<file path="src/rtl/ssd_pkg.sv">
// Shared types and glyph table for the multiplexed seven-segment display driver.
package ssd_pkg;

    typedef logic [6:0] seg_t;

    localparam seg_t SEG_BLANK = 7'h7F;

    // Active-low glyphs, bit order {g,f,e,d,c,b,a}, indexed by hex value 0-F
    localparam seg_t GLYPHS [16] = '{
        7'h40, 7'h79, 7'h24, 7'h30,
        7'h19, 7'h12, 7'h02, 7'h78,
        7'h00, 7'h10, 7'h08, 7'h03,
        7'h46, 7'h21, 7'h06, 7'h0E
    };

    typedef enum logic {
        PH_BLANK,
        PH_DRIVE
    } phase_t;

endpackage

</file>
<file path="src/rtl/seven_seg_decoder.sv">
// Combinational hex nibble to active-low seven-segment glyph lookup.
module seven_seg_decoder
    import ssd_pkg::*;
(
    input  logic [3:0] hex,
    output seg_t       seg_c
);

    assign seg_c = GLYPHS[hex];

endmodule

</file>
<file path="src/rtl/seven_seg_scanner.sv">
// N-digit multiplexed seven-segment scanner with dead-time blanking and frame-aligned double buffering.
// Optional leading-zero suppression is built when SSD_LEADING_ZERO_BLANK_EN is defined.
module seven_seg_scanner
    import ssd_pkg::*;
#(
    parameter int unsigned NUM_DIGITS   = 4,
    parameter int unsigned REFRESH_DIV  = 100000,
    parameter int unsigned BLANK_CYCLES = 1000
) (
    input  logic                          clk,
    input  logic                          rst_n,
    input  logic                          scan_en,
    input  logic [4*NUM_DIGITS-1:0]       digits_in,
    input  logic [NUM_DIGITS-1:0]         dp_in,
    input  logic [NUM_DIGITS-1:0]         digit_en,
    input  logic                          load,
    output logic [NUM_DIGITS-1:0]         anode_n,
    output seg_t                          seg_n,
    output logic                          dp_n,
    output logic [$clog2(NUM_DIGITS)-1:0] digit_idx,
    output logic                          frame_tick
);

    localparam int unsigned IDX_W = $clog2(NUM_DIGITS);
    localparam int unsigned PS_W  = $clog2(REFRESH_DIV);
    localparam int unsigned DW    = 4 * NUM_DIGITS;

    logic [PS_W-1:0]       ps_q, ps_d;
    logic [IDX_W-1:0]      idx_q, idx_d;
    logic                  wrap_c, wrap_q;

    logic [DW-1:0]         pend_digits, act_digits;
    logic [NUM_DIGITS-1:0] pend_dp, act_dp;
    logic [NUM_DIGITS-1:0] pend_en, act_en;
    logic [NUM_DIGITS-1:0] lz_blank;

    logic [3:0]            cur_nib;
    logic                  cur_en, cur_dp, cur_lz;
    seg_t                  cur_glyph;
    phase_t                phase;

    // Prescaler and digit index next state; wrap_c marks the edge where the index returns to 0
    always_comb begin
        ps_d   = ps_q;
        idx_d  = idx_q;
        wrap_c = 1'b0;
        if (!scan_en) begin
            ps_d  = '0;
            idx_d = '0;
        end else if (ps_q == PS_W'(REFRESH_DIV - 1)) begin
            ps_d = '0;
            if (idx_q == IDX_W'(NUM_DIGITS - 1)) begin
                idx_d  = '0;
                wrap_c = 1'b1;
            end else begin
                idx_d = idx_q + IDX_W'(1);
            end
        end else begin
            ps_d = ps_q + PS_W'(1);
        end
    end

    always_ff @(posedge clk or negedge rst_n) begin
        if (!rst_n) begin
            ps_q   <= '0;
            idx_q  <= '0;
            wrap_q <= 1'b0;
        end else begin
            ps_q   <= ps_d;
            idx_q  <= idx_d;
            wrap_q <= wrap_c;
        end
    end

    // Pending buffer takes every load; active only changes at the frame wrap
    always_ff @(posedge clk or negedge rst_n) begin
        if (!rst_n) begin
            pend_digits <= '0;
            pend_dp     <= '0;
            pend_en     <= '0;
            act_digits  <= '0;
            act_dp      <= '0;
            act_en      <= '0;
        end else begin
            if (load) begin
                pend_digits <= digits_in;
                pend_dp     <= dp_in;
                pend_en     <= digit_en;
            end
            if (wrap_c) begin
                act_digits <= load ? digits_in : pend_digits;
                act_dp     <= load ? dp_in     : pend_dp;
                act_en     <= load ? digit_en  : pend_en;
            end
        end
    end

`ifdef SSD_LEADING_ZERO_BLANK_EN
    // Blank zero digits from the top down until the first non-zero or dp digit; digit 0 always shows
    always_comb begin
        logic seen;
        seen     = 1'b0;
        lz_blank = '0;
        for (int k = int'(NUM_DIGITS) - 1; k > 0; k--) begin
            if ((act_digits[4*k +: 4] != 4'h0) || act_dp[k]) begin
                seen = 1'b1;
            end
            lz_blank[k] = !seen;
        end
    end
`else
    assign lz_blank = '0;
`endif

    assign cur_nib = act_digits[{idx_q, 2'b00} +: 4];
    assign cur_en  = act_en[idx_q];
    assign cur_dp  = act_dp[idx_q];
    assign cur_lz  = lz_blank[idx_q];
    assign phase   = (ps_q < PS_W'(BLANK_CYCLES)) ? PH_BLANK : PH_DRIVE;

    seven_seg_decoder u_dec (
        .hex   (cur_nib),
        .seg_c (cur_glyph)
    );

    // Pin registers: one cycle behind the prescaler/index state
    always_ff @(posedge clk or negedge rst_n) begin
        if (!rst_n) begin
            anode_n    <= '1;
            seg_n      <= SEG_BLANK;
            dp_n       <= 1'b1;
            digit_idx  <= '0;
            frame_tick <= 1'b0;
        end else if (!scan_en) begin
            anode_n    <= '1;
            seg_n      <= SEG_BLANK;
            dp_n       <= 1'b1;
            digit_idx  <= '0;
            frame_tick <= 1'b0;
        end else begin
            digit_idx  <= idx_q;
            frame_tick <= wrap_q;
            if (phase == PH_BLANK) begin
                anode_n <= '1;
                seg_n   <= SEG_BLANK;
                dp_n    <= 1'b1;
            end else begin
                // Disabled digits keep their anode for uniform duty cycle but show nothing
                anode_n <= ~(NUM_DIGITS'(1) << idx_q);
                seg_n   <= (cur_en && !cur_lz) ? cur_glyph : SEG_BLANK;
                dp_n    <= !(cur_en && cur_dp);
            end
        end
    end

endmodule
</file>
<file path="config.mk">
export PLATFORM = sky130hd
export DESIGN_NAME = seven_seg_scanner
export DESIGN_NICKNAME = d
export VERILOG_FILES = /design/src/rtl/ssd_pkg.sv /design/src/rtl/seven_seg_decoder.sv /design/src/rtl/seven_seg_scanner.sv
export SDC_FILE = /design/constraint.sdc
export NUM_CORES = 1
export LEC_CHECK = 0
export BUFFER_PORTS_ARGS = -buffer_cell sky130_fd_sc_hd__buf_4
export CORE_ASPECT_RATIO = 0.9
export CORE_MARGIN = 2
export CORE_UTILIZATION = 58
export DETAILED_ROUTE_END_ITERATION = 10
export GPL_TIMING_DRIVEN = 0
export PLACE_DENSITY = 0.83
export SKIP_CTS_REPAIR_TIMING = 1
export SYNTH_ARGS = -nofsm -noshare
export SYNTH_HDL_FRONTEND = slang
export SYNTH_SLANG_ARGS = --single-unit
</file>
<file path="constraint.sdc">
create_clock -name clk -period 2.55 [get_ports clk]
set_input_delay 0.1275 -clock clk [delete_from_list [all_inputs] [get_ports clk]]
set_output_delay 0.1275 -clock clk [all_outputs]
set_load 0.01 [all_outputs]
</file>
==> impl_metrics.tcl, run 1 <==
set metrics [dict create \
    clock.fmax_ghz 0.408 \
    first_iter_violations 64 \
    slew_headroom 0.333 \
    grt_pass1_vias 2386 \
    portBuffers 41 \
    cp-endpoint "seg_n[0]" \
    hold_slack_ps -54.0 \
    insertion_delay_ps 350 \
    dieWidth_um 89.0 \
    synth_ff_type "dfrtp_1" \
    seq_power_share 0.522 \
    pin_count 43 \
    n_fill_cell 456 \
    fin_crit_sh 0.960 \
    wl_per_cell_um 15.4 \
    cp_slowest_cell "clkbuf_1" \
    antenna_found_initial 0 \
    final.setup.tns_ps 0 \
    ir_drop_uv 377 \
    async_flop_share 1.00 \
    die-area_um2 7170 \
    slew_viol_final 0 \
    syn_area_um2 3770 \
    hp-class "input pin to async pin" \
    swShare 0.208 \
    ys_seq_area_frac 0.554 \
    worst-path-buf-inv 3 \
    status "complete, but fails checks" \
    regToRegSetupSlack_ps 100 \
    cap_violations 0 \
    final_cells 427 \
    crit_family "buffers and inverters" \
    drive_above_1_share 0.379 \
    ant_nets 0 \
    worst-r2r-cell-count 8 \
    routed_wl_um 6560 \
    worstPathRequired_ps 2810 \
    criticalPathCategory "register to register" \
    timing.rr.end "seg_n[0]" \
    internal_power_mw 2.08 \
    p_per_area_nw_per_um2 593 \
    period_needed_ps 2450 \
    rsz0062_at_grt "no" \
    path_clk_slew_ps 80 \
    crit_path_end_kind "register" \
    synth_fp_nets 322 \
    htreeDepth 3 \
    skew_ps 7.77 \
    grt-ovfl-total 0 \
    ys_ff_latch 83 \
    worstReg2RegStart "idx_q[1]" \
    vias_per_cell 5.31 \
    crit_path_start_kind "register" \
    drc_errors 0 \
    critPathMaxFanout 10 \
    rows 27 \
    grt_usage 0.206 \
    synth_cell_types 40 \
    dp_hpwl_um 4630 \
    dp_cells 411 \
    hold_viol 71 \
    critPathMostFrequentCell "inv_1" \
    grt_max_degree 84 \
    yosysWarnings 0 \
    p_leak_nw 2.02 \
    arrival_ps 2700 \
    violations "negative hold slack" \
    clock_power_share 0.426 \
    grt_pass1_wl_um 11100 \
    cp_num_cells 8 \
    core-area_um2 6220 \
    nets 374 \
    crit_start "idx_q[1]" \
    gp_congestion 0.821 \
    max_stage_delay_ps 470 \
    drtPass1Iterations 4 \
    area_growth_pct 17.4 \
    cp_cell_sequence "clkbuf_1, mux4_2, inv_1, ha_1, inv_1, a311oi_1, a21oi_1, o21ai_0" \
    cts-root-buf "clkbuf_8" \
    setup_viol 0 \
    clock-sinks 83 \
    cts_buffers 9 \
    synth_edf_count 0 \
    cts_tree "done" \
    vias 2266 \
    combPwrFrac 0.052 \
    avgSynthCellArea_um2 13.3 \
    p_sw_uw 547 \
    diodes 0 \
    synthCells 283 \
    initial_utilization 0.607 \
    die_h_um 80.5 \
    tightest_slew_ps 1000 \
    clockBufferDepth 2 \
]
cell families (layout without fill, tap and decap cells):
kind of cell             after synthesis  after routing  share of synthesized area
adder cells (fa/ha/maj)               11             11                     0.0365
XOR/XNOR                              17             17                     0.0394
flip-flops                            83             83                      0.554
AND/OR/NAND/NOR                       75             75                     0.0988
buffers and inverters                 18             75                     0.0285
AO/OA/AOI/OAI                         19             19                     0.0348
multiplexers                          60             60                      0.208
synthesized netlist by cell type, types with 2 or more instances:
library cell / instances / area (um2)
and3_1: 4 / 25.0
ha_1: 11 / 138
and2_1: 3 / 18.8
xnor2_1: 9 / 78.8
or4_1: 2 / 15.0
mux2_4: 19 / 285
buf_2: 3 / 15.0
o21ai_0: 4 / 20.0
o221ai_1: 3 / 26.3
nor2_1: 25 / 93.8
dfrtp_1: 71 / 1780
mux2i_1: 6 / 60.1
nand2_1: 19 / 71.3
a21oi_1: 3 / 15.0
inv_1: 7 / 26.3
a211oi_1: 2 / 15.0
buf_12: 2 / 40.0
xor2_1: 8 / 70.1
mux4_2: 4 / 90.1
dfstp_2: 12 / 315
nor3_1: 3 / 15.0
nand4_1: 4 / 25.0
o311ai_0: 2 / 17.5
mux2_2: 31 / 349
and4_1: 2 / 17.5
nand3_1: 6 / 30.0
clkbuf_1: 5 / 18.8
metal layers:
metal | up-vias | part of all wire | track usage | wire length, um
met5 | - | 0 | 0 | 0
met4 | 0 | 0.0098 | 0.0493 | 64
met3 | 9 | 0.044 | 0.0719 | 288
met2 | 41 | 0.51 | 0.349 | 3360
met1 | 1123 | 0.43 | 0.253 | 2850
li1 | 1093 | - | - | -
state kept, by name (all words and copies together), names as in the netlist, 2 cells and up:
| signal | cells |
|---|---|
| act_en | 4 |
| idx_q | 2 |
| act_digits | 16 |
| pend_dp | 4 |
| pend_en | 4 |
| act_dp | 4 |
| ps_q | 17 |
| seg_n | 7 |
| digit_idx | 2 |
| pend_digits | 16 |
| anode_n | 4 |
power by group through the flow:
stage               sequential (mW)  clock, mW  combinational, mW
finish                         1.37       1.12              0.136
global route                   1.38       1.20              0.153
CTS                            1.37       1.14              0.139
detailed placement             1.40          0              0.139
global placement               1.39          0              0.133
floorplan                      1.39          0             0.0659
layout make-up:
class                           instances  area (um2)  area share
Sequential cell                        83        2090       0.472
Multi-Input combinational cell        182        1580       0.355
Timing Repair Buffer                   41         308      0.0695
Clock buffer                           10         128      0.0288
Clock inverter                          6         113      0.0254
Tap cell                               87         109      0.0246
Buffer                                 11        81.3      0.0184
Inverter                                7        26.3     0.00593
worst register-to-register path: stages, from the launching register on:
cell      delay [ps]
dfrtp_1          400
clkbuf_1         470
mux4_2           460
inv_1            170
ha_1             200
inv_1             70
a311oi_1         270
a21oi_1           70
o21ai_0          240
cell usage in the layout, fill, tap and decap left out, types with 4 or more instances in the layout:
cell type,instances
o21ai_0,4
dfstp_2,12
mux2_2,31
clkbuf_1,6
nand4_1,4
mux4_2,4
mux2i_1,6
clkbuf_8,9
and3_1,4
dfrtp_1,71
xnor2_1,9
nand3_1,6
nand2_1,19
inv_1,7
mux2_4,19
nor2_1,25
buf_4,42
ha_1,11
xor2_1,8
worst min path at each step:
| stage | slack (ps) | start | cells past startpoint | end |
|---|---|---|---|---|
| floorplan | -170 | rst_n | 0 | act_digits[0] |
| global placement | 350 | rst_n | 1 | pend_en[1] |
| detailed placement | 350 | rst_n | 1 | act_en[1] |
| CTS | -30 | rst_n | 1 | pend_digits[7] |
| global route | 10 | digits_in[13] | 2 | pend_digits[13] |
| finish | -50 | rst_n | 1 | act_en[1] |
per-stage QoR:
stage | area (um2) | setup slack (ps) | power, mW | util | hold WS (ps)
after global placement | 4190 | 227 | 1.53 | 0.674 | 351
after global routing | 4430 | 47.0 | 2.72 | 0.713 | 10.0
final | 4430 | 102 | 2.63 | 0.713 | -54.0
after detailed placement | 4190 | 161 | 1.54 | 0.674 | 355
after CTS | 4430 | 130 | 2.65 | 0.713 | -28.6
after floorplan | 3770 | 369 | 1.46 | - | -168
Note: power is estimated with default switching activity, not from simulation.
==> run 2: changes to the inputs <==
--- a/config.mk
+++ b/config.mk
@@ -10,8 +10,9 @@
 export CORE_MARGIN = 2
 export CORE_UTILIZATION = 58
 export DETAILED_ROUTE_END_ITERATION = 10
-export GPL_TIMING_DRIVEN = 0
+export GPL_TIMING_DRIVEN = 1
 export PLACE_DENSITY = 0.83
+export REMOVE_ABC_BUFFERS = 1
 export SKIP_CTS_REPAIR_TIMING = 1
 export SYNTH_ARGS = -nofsm -noshare
 export SYNTH_HDL_FRONTEND = slang
==> constraint.sdc (replaced) <==
create_clock -name clk -period 2.55 [get_ports clk]
set_input_delay 0.51 -clock clk [delete_from_list [all_inputs] [get_ports clk]]
set_output_delay 0.51 -clock clk [all_outputs]
set_load 0.01 [all_outputs]
==> run 2 against run 1 <==
- the flow now finishes without violations
- combinational power hardly changed
- global-route usage is 0.15 points higher
- clock skew is 3.3 ps lower
- largest cell class unchanged
==> impl_metrics.tcl, run 2 (synthesis results as in run 1) <==
set metrics [dict create \
    insertion_delay_ps 350 \
    routed_wl_um 6390 \
    rows 27 \
    fin_ws_ps 119 \
    cts_tree "done" \
    drive_above_1_share 0.387 \
    crit_path_end_kind "register" \
    grt_usage 0.208 \
    vias 2255 \
    hold_viol 0 \
    gp_congestion 0.886 \
    vias_per_cell 5.33 \
    path_clk_slew_ps 80 \
    first_iter_violations 143 \
    regToRegSetupSlack_ps 120 \
    worstPathRequired_ps 2790 \
    diodes 0 \
    slew_viol_final 0 \
    cts-root-buf "clkbuf_8" \
    ant_nets 0 \
    crit_start "ps_q[13]" \
    die-area_um2 7170 \
    crit_path_start_kind "register" \
    final_cell_mix "dfrtp_1, buf_4, mux2_2" \
    nets 370 \
    period_needed_ps 2430 \
    antenna_found_initial 0 \
    layout_commonest_cell "dfrtp_1" \
    critPathMaxFanout 9 \
    grt_max_degree 50 \
    skew_ps 4.51 \
    clockBufferDepth 2 \
    regArea_um2 2090 \
    cts_buffers 9 \
    p_leak_nw 2.00 \
    drc_errors 0 \
    portBuffers 42 \
    core-area_um2 6220 \
    arrival_ps 2670 \
    grt_pass1_wl_um 11000 \
    grt_pass1_vias 2250 \
    top_register "ps_q" \
    setup_viol 0 \
    ir_drop_uv 364 \
    hp-class "input pin to async pin" \
    htreeDepth 3 \
    slew_headroom 0.670 \
    die_h_um 80.5 \
    clock-sinks 83 \
    tightest_slew_ps 492 \
    initial_utilization 0.607 \
    criticalPathCategory "register to register" \
    largest_reg_flops 17 \
    final.setup.tns_ps 0 \
    n_fill_cell 446 \
    worstReg2RegStart "ps_q[13]" \
    pre_cts_ws_ps 133 \
    fin_crit_sh 0.953 \
    pin_count 43 \
    area_growth_pct 16.6 \
    rsz0062_at_grt "no" \
    grt-ovfl-total 0 \
    p_per_area_nw_per_um2 563 \
    multi_input_area_um2 1580 \
    dp_hpwl_um 4580 \
    drtPass1Iterations 4 \
    status "finished clean" \
    cap_violations 0 \
    dieWidth_um 89.0 \
    largestRegisters "ps_q: 17 flops, act_digits: 16 flops, pend_digits: 16 flops" \
    clock.fmax_ghz 0.411 \
    wl_per_cell_um 15.1 \
]
[run 2: changes by cell type in the layout (fill, tap and decap cells not counted), sizes merged]
cell	delta
bufinv	-2
clkbuf	-2
clkinv	-2
clkinvlp	+2
buf	+1
inv	-1
[run 2: per-layer routing]
metal / GRT usage / routed length, um / up-vias
li1: - / - / 1085
met1: 0.283 / 2920 / 1100
met2: 0.318 / 3060 / 58
met3: 0.0545 / 293 / 12
met4: 0.0836 / 111 / 0
met5: 0 / 0 / -
[run 2: area by class of cell]
class / count / share of cell area
clock inverter: 3 / 0.0102
timing repair buffer: 48 / 0.0875
inverter: 7 / 0.00597
multi-input combinational: 182 / 0.358
sequential: 83 / 0.475
clock buffer: 13 / 0.0384
tap: 87 / 0.0247
[run 2: worst paths after layout]
check                                   to  cells after the start
max                          act_digits[0]                      5
min                        pend_digits[13]                      1
max reg2reg                  act_digits[0]                      5
min reg2reg                        ps_q[0]                      1
max in group asynchronous       anode_n[0]                      2
min in group clk            pend_digits[4]                      2
[run 2: per-stage QoR]
| stage | power, mW | std cells | hold slack [ps] | area, um2 | utilization |
|---|---|---|---|---|---|
| floorplan | 1.45 | 272 | 214 | 3690 | - |
| global placement | 1.53 | 407 | 468 | 4190 | 0.674 |
| detailed placement | 1.54 | 407 | 483 | 4190 | 0.674 |
| CTS | 2.51 | 423 | 93.6 | 4400 | 0.708 |
| global route | 2.58 | 423 | 118 | 4400 | 0.708 |
| finish | 2.48 | 423 | 95.5 | 4400 | 0.708 |
[run 2: worst max-delay path, stage by stage (launching register included)]
cell	delay, ps
dfrtp_1	420
or4_1	550
or3_1	530
nor2_8	290
buf_4	190
mux2_2	340
[run 2: power by group]
part / switching [mW] / internal, mW / leakage (nW)
clock: 0.440 / 0.533 / 0.102
combinational: 0.0674 / 0.0701 / 0.841
sequential: 0.0127 / 1.36 / 1.06
total: 0.520 / 1.96 / 2.00
